===== src/rtl/jmagcmp_pkg.sv =====
// Shared types and sizing helpers for the digit-serial magnitude comparator.
// Used by jseq_magnitude_comparator and its testbench.
package jmagcmp_pkg;

  typedef enum logic [1:0] {
    IDLE = 2'd0,
    CMP  = 2'd1,
    DONE = 2'd2
  } state_t;

  // Encoding of a compare outcome; RES_EQ doubles as "no difference seen yet".
  localparam logic [1:0] RES_EQ = 2'd0;
  localparam logic [1:0] RES_GT = 2'd1;
  localparam logic [1:0] RES_LT = 2'd2;

  function automatic int num_digits(input int width, input int digit);
    return width / digit;
  endfunction

  function automatic int cyc_width(input int width, input int digit);
    return $clog2(width / digit + 1);
  endfunction

endpackage


===== src/rtl/jseq_magnitude_comparator_digit.sv =====
// Combinational DIGIT-bit unsigned compare; sign_inv flips the digit MSB of
// both operands so a two's complement top digit compares as offset-binary.
module jdigit_compare #(
  parameter int DIGIT = 4
) (
  input  logic [DIGIT-1:0] a,
  input  logic [DIGIT-1:0] b,
  input  logic             sign_inv,
  output logic             gt,
  output logic             lt
);

  logic [DIGIT-1:0] ax;
  logic [DIGIT-1:0] bx;

  always_comb begin
    ax = a;
    bx = b;
    ax[DIGIT-1] = a[DIGIT-1] ^ sign_inv;
    bx[DIGIT-1] = b[DIGIT-1] ^ sign_inv;
    gt = (ax > bx);
    lt = (ax < bx);
  end

endmodule


===== src/rtl/jseq_magnitude_comparator.sv =====
// Digit-serial MSB-first magnitude comparator with start/busy/done handshake.
// Define JSEQ_MAGCMP_SIGNED_EN for two's complement operands (default unsigned).
module jseq_magnitude_comparator
  import jmagcmp_pkg::*;
#(
  parameter int WIDTH      = 16,
  parameter int DIGIT      = 4,
  parameter int EARLY_EXIT = 1
) (
  input  logic                                 clk,
  input  logic                                 rst_n,
  input  logic                                 start,
  input  logic [WIDTH-1:0]                     a,
  input  logic [WIDTH-1:0]                     b,
  output logic                                 busy,
  output logic                                 done,
  output logic                                 aeqb,
  output logic                                 agtb,
  output logic                                 altb,
  output logic [cyc_width(WIDTH, DIGIT)-1:0]   cycles
);

  // Handshake: start is a request honoured only in IDLE; busy covers CMP and
  // DONE; done is a one-cycle pulse and the flags/cycles are valid from it
  // until the next accepted start.
  localparam int N  = num_digits(WIDTH, DIGIT);
  localparam int CW = cyc_width(WIDTH, DIGIT);
  localparam logic [CW-1:0] LAST = CW'(N - 1);

  state_t           state;
  state_t           state_nxt;
  logic [WIDTH-1:0] sa;
  logic [WIDTH-1:0] sb;
  logic [1:0]       first_res;
  logic [1:0]       dig_res;
  logic [1:0]       cur_res;
  logic             dig_gt;
  logic             dig_lt;
  logic             sign_inv;
  logic             finish;

  // cycles doubles as the digit index while scanning.
`ifdef JSEQ_MAGCMP_SIGNED_EN
  assign sign_inv = (cycles == '0);
`else
  assign sign_inv = 1'b0;
`endif

  jdigit_compare #(.DIGIT(DIGIT)) u_digit (
    .a        (sa[WIDTH-1 -: DIGIT]),
    .b        (sb[WIDTH-1 -: DIGIT]),
    .sign_inv (sign_inv),
    .gt       (dig_gt),
    .lt       (dig_lt)
  );

  always_comb begin
    dig_res = RES_EQ;
    if (dig_gt)      dig_res = RES_GT;
    else if (dig_lt) dig_res = RES_LT;
    // The first latched difference wins over any later digit.
    cur_res = (first_res != RES_EQ) ? first_res : dig_res;
    finish  = (cycles == LAST) || ((EARLY_EXIT != 0) && (dig_res != RES_EQ));
  end

  always_ff @(posedge clk) begin
    if (!rst_n) state <= IDLE;
    else        state <= state_nxt;
  end

  always_comb begin
    state_nxt = state;
    busy      = 1'b0;
    done      = 1'b0;
    case (state)
      IDLE: if (start) state_nxt = CMP;
      CMP: begin
        busy = 1'b1;
        if (finish) state_nxt = DONE;
      end
      DONE: begin
        busy      = 1'b1;
        done      = 1'b1;
        state_nxt = IDLE;
      end
      default: state_nxt = IDLE;
    endcase
  end

  always_ff @(posedge clk) begin
    if (!rst_n) begin
      sa        <= '0;
      sb        <= '0;
      cycles    <= '0;
      first_res <= RES_EQ;
      aeqb      <= 1'b0;
      agtb      <= 1'b0;
      altb      <= 1'b0;
    end else begin
      case (state)
        IDLE: if (start) begin
          sa        <= a;
          sb        <= b;
          cycles    <= '0;
          first_res <= RES_EQ;
          aeqb      <= 1'b0;
          agtb      <= 1'b0;
          altb      <= 1'b0;
        end
        CMP: begin
          sa        <= sa << DIGIT;
          sb        <= sb << DIGIT;
          cycles    <= cycles + CW'(1);
          first_res <= cur_res;
          if (finish) begin
            aeqb <= (cur_res == RES_EQ);
            agtb <= (cur_res == RES_GT);
            altb <= (cur_res == RES_LT);
          end
        end
        default: ;
      endcase
    end
  end

endmodule


===== config.mk =====
export PLATFORM = sky130hd
export DESIGN_NAME = jseq_magnitude_comparator
export DESIGN_NICKNAME = d
export VERILOG_FILES = /design/src/rtl/jmagcmp_pkg.sv /design/src/rtl/jseq_magnitude_comparator_digit.sv /design/src/rtl/jseq_magnitude_comparator.sv
export SDC_FILE = /design/constraint.sdc
export NUM_CORES = 1
export LEC_CHECK = 0
export ABC_CLOCK_PERIOD_IN_PS = 1600
export BUFFER_PORTS_ARGS = -buffer_cell sky130_fd_sc_hd__buf_2
export CAP_MARGIN = 25
export CORE_ASPECT_RATIO = 1.25
export CORE_MARGIN = 2
export CORE_UTILIZATION = 50
export CTS_BUF_LIST = sky130_fd_sc_hd__clkbuf_4 sky130_fd_sc_hd__clkbuf_8
export CTS_CLUSTER_SIZE = 14
export DETAILED_ROUTE_END_ITERATION = 6
export PLACE_DENSITY = 0.84
export SLEW_MARGIN = 10
export SYNTH_ARGS = -nofsm -noshare
export SYNTH_HDL_FRONTEND = slang
export SYNTH_SLANG_ARGS = --single-unit
export TNS_END_PERCENT = 5

===== constraint.sdc =====
create_clock -name clk -period 1.6 [get_ports clk]
set_input_delay 0.16 -clock clk [delete_from_list [all_inputs] [get_ports clk]]
set_output_delay 0.16 -clock clk [all_outputs]
set_load 0.02 [all_outputs]

==> impl_results.md <==
- GRT Total Usage: 22.4%
- First-pass GRT wire length: 7500 microns
- Slew Viols, Final: 0
- GRT Max-Usage Layer: met2
- Final GP Congestion: 0.870
- Pwr dens: 1210 mW/mm^2
- Vias in the first global route: 1743
- Yosys warning count: 0
- Yosys top cell area share: roughly two fifths
- Clock skew: 0.0105 ns
- Sequential fraction of the synthesis area: between 40% and 50%
- Final hold violations: 0
- Violated checks: setup timing
- Post-layout net count: 316
- CP arrival: 1.89 ns
- DRC Markers: 0
- Post-route clock period utilization: 107%
- Final setup viols: 5
- F_max: approximately 600 MHz
- FF/Latch Area: around 850 sq um
- H-tree depth: 2
- CP Cell Sequence: inv_2, ha_4, nand4_4, or3b_4, a21oi_4, nor2_1, o221a_1
- Die ar.: 0.00461 sq mm
- Initial antenna violation count: 0
- Slowest cell delay on critical path: 0.40 ns
- Post-Syn Area: 0.00204 sq mm
- Utilization after layout: 67.6%
- CP required: roughly 1.8 ns
- Crit path max-delay cell type: or3b_4
- Top cells by count, synth: 50 x nand2_1, 42 x dfxtp_1, 25 x mux2i_1
- GRT overflow: 0
- Worst VDD drop: 0.739 mV
- Syn Inst Count: 220
- Crit Path Class: reg -> reg
- Outcome: finished, violations left
- Vias: about 1800
- Largest net degree at the start of global routing: 49
- Async SR Flop Fraction: 0%
- Area leader, netlist: dfxtp_1
- Met2 Resource Use GR: 39.0%
- Setup Fix Bufs, Post-CTS: 0
- WHS: 0.0939 ns
- Die span in y: 75.4 microns
- Die width: 61.1 microns
- Count of input and output buffers: 42
- Skew-Pair Late Insertion Delay: 0.30 ns
- Fin worst setup slack: -0.107 ns
- Worst-case clock buffer depth: 2
- EDFF count, synth: 0
- Worst Tran Pin Value: 0.354 ns
- Layout cells sized above 1: between 30% and 40%
- Clk pin slew, worst setup/hold paths: 0.08 ns
- CTS tree: built
- Max_cap viols: 0
- CP top delay family: simple AND/OR/NAND/NOR gates
- GR Util met3: 6.11%
- ANT cells: 0
- Leakage power: approximately 1.3 nW
- Avg Vias per Cell: 5.43
- Starting density of the core: 53.0%
- Drt wl/cell: 13.9 microns
- Multi-input gate area: 0.00117 sq mm
- Top-count cell post-synth: nand2_1
- Unrepaired setup endpoints after global routing: yes
- Filler instances: 337
- First-pass DRT Iterations: 4
- Core footprint: 0.00385 sq mm
- Row cnt: 25
- Synthesis-to-layout area growth: 27.5%
- Setup crit end kind: flop
- HP Class: in -> reg
- Slew headroom: 76.2%
- Ports: 43
- Top post-synthesis cells by area: dfxtp_1 41%, mux2i_1 12%, o211a_1 12%
- TritonCTS Sinks: 42
- CP Launch Type: flop
- Reg2Reg Setup Slack: -0.11 ns
- Routed WL: between 4000 and 5000 microns
- Yosys cell types: 28
- DP Wirelength: between 3000 and 4000 microns
- CTS buffer count: 5
- Worst-path maximum fanout: 5
- Global routing usage on met1: 24.4%
- Syn avg cell area: between 9 and 10 sq um
- Syn_nets: between 200 and 300
- DRT iter0 DRCs: 59
- Worst path bufs/invs: 1
- ANT nets after route: 0
- Minimum clock period: 1.71 ns
- #FFs+latches synth: 42
- Main synth FF type: dfxtp_1
- CTS root buf: clkbuf_8
[what timing repair did]
item,in CTS,in global routing
resized for setup,5,3
hold buffers,0,0
endpoints found under the setup margin,13,38
cloned,0,0
pin swaps,4,0
[path summary, 6_finish.rpt]
| path | from | endpoint | depth (start not counted) |
|---|---|---|---|
| hold / removal | b[3] | sb[3] | 3 |
| hold reg to reg | sb[1] | sb[1] | 2 |
| setup / recovery | sa[12] | state[0] | 7 |
| setup reg to reg | sa[12] | state[0] | 7 |
[sequential cells by signal (all words and copies together), names as in the netlist]
signal     count
first_res      2
aeqb           1
cycles         3
state          2
sb            16
altb           1
agtb           1
sa            16
[tightest hold or removal path: stages]
cell     delay [ns]
buf_2          0.10
nand2_1        0.05
a21oi_1        0.05
[final cells by class]
class | instances | area share [%]
clock inverter | 1 | 1.15
timing repair buffer | 60 | 14.2
sequential | 42 | 32.6
multi-input combinational | 154 | 44.9
tap | 54 | 2.60
clock buffer | 7 | 3.22
inverter | 9 | 1.30
[routing by layer]
metal / vias to the layer above / wire, microns
met1: 841 / 1750
met4: 0 / 136
li1: 870 / -
met3: 12 / 184
met2: 51 / 2460
met5: - / 0
[cell families (layout without fill, tap and decap cells)]
family	Yosys count	in the layout	synth area share, %
buf+inv	24	77	5.21
fa+ha+maj	9	9	5.52
flops	42	42	41.2
simple gates	70	70	15.2
mux	25	25	12.3
compound gates	50	50	20.6
[cell usage in the layout (no fill, tap or decap)]
cell type,Yosys,final
a21boi_0,2,2
a21oi_1,12,12
a21oi_4,1,1
a32o_1,2,2
and2_1,5,5
buf_12,0,2
buf_2,7,42
buf_4,0,16
bufinv_16,0,1
clkbuf_4,0,2
clkbuf_8,0,5
dfxtp_1,42,36
dfxtp_2,0,6
ha_1,9,4
ha_2,0,1
ha_4,0,4
inv_1,9,6
inv_2,0,3
mux2i_1,25,25
nand2_1,50,47
nand2_2,0,3
nand2b_1,1,1
nand3_1,4,4
nand4_4,0,1
nor2_1,4,4
nor2b_1,1,1
nor3_1,1,1
nor3b_2,0,1
o211a_1,24,24
o21a_4,1,1
o21ai_0,5,3
o21ai_1,0,2
o221a_1,1,1
o2bb2ai_1,1,1
o31ai_1,1,1
or2b_1,1,1
or3b_4,1,1
[power breakdown]
| part | total [W] | internal, W | switching (W) | leakage (nW) |
|---|---|---|---|---|
| registers | 0.00129 | 0.00120 | 0.0000950 | 0.348 |
| logic | 0.000999 | 0.000491 | 0.000507 | 0.906 |
| clock network | 0.000863 | 0.000501 | 0.000362 | 0.0593 |
| total | 0.00316 | 0.00219 | 0.000964 | 1.31 |
[through the flow]
| step | setup TNS (ns) | instances | cell area, sq um | setup WS, ns | power (W) |
|---|---|---|---|---|---|
| 2_1_floorplan | -0.0657 | 220 | 2100 | -0.0583 | 0.00199 |
| 3_3_place_gp | -0.196 | 319 | 2470 | -0.0739 | 0.00227 |
| 3_5_place_dp | -0.562 | 319 | 2470 | -0.143 | 0.00231 |
| 4_1_cts | -0.344 | 327 | 2590 | -0.116 | 0.00317 |
| 5_1_grt | -2.11 | 327 | 2600 | -0.159 | 0.00335 |
| 6_report | -0.307 | 327 | 2600 | -0.107 | 0.00316 |
(Power assumes the default switching activity.)
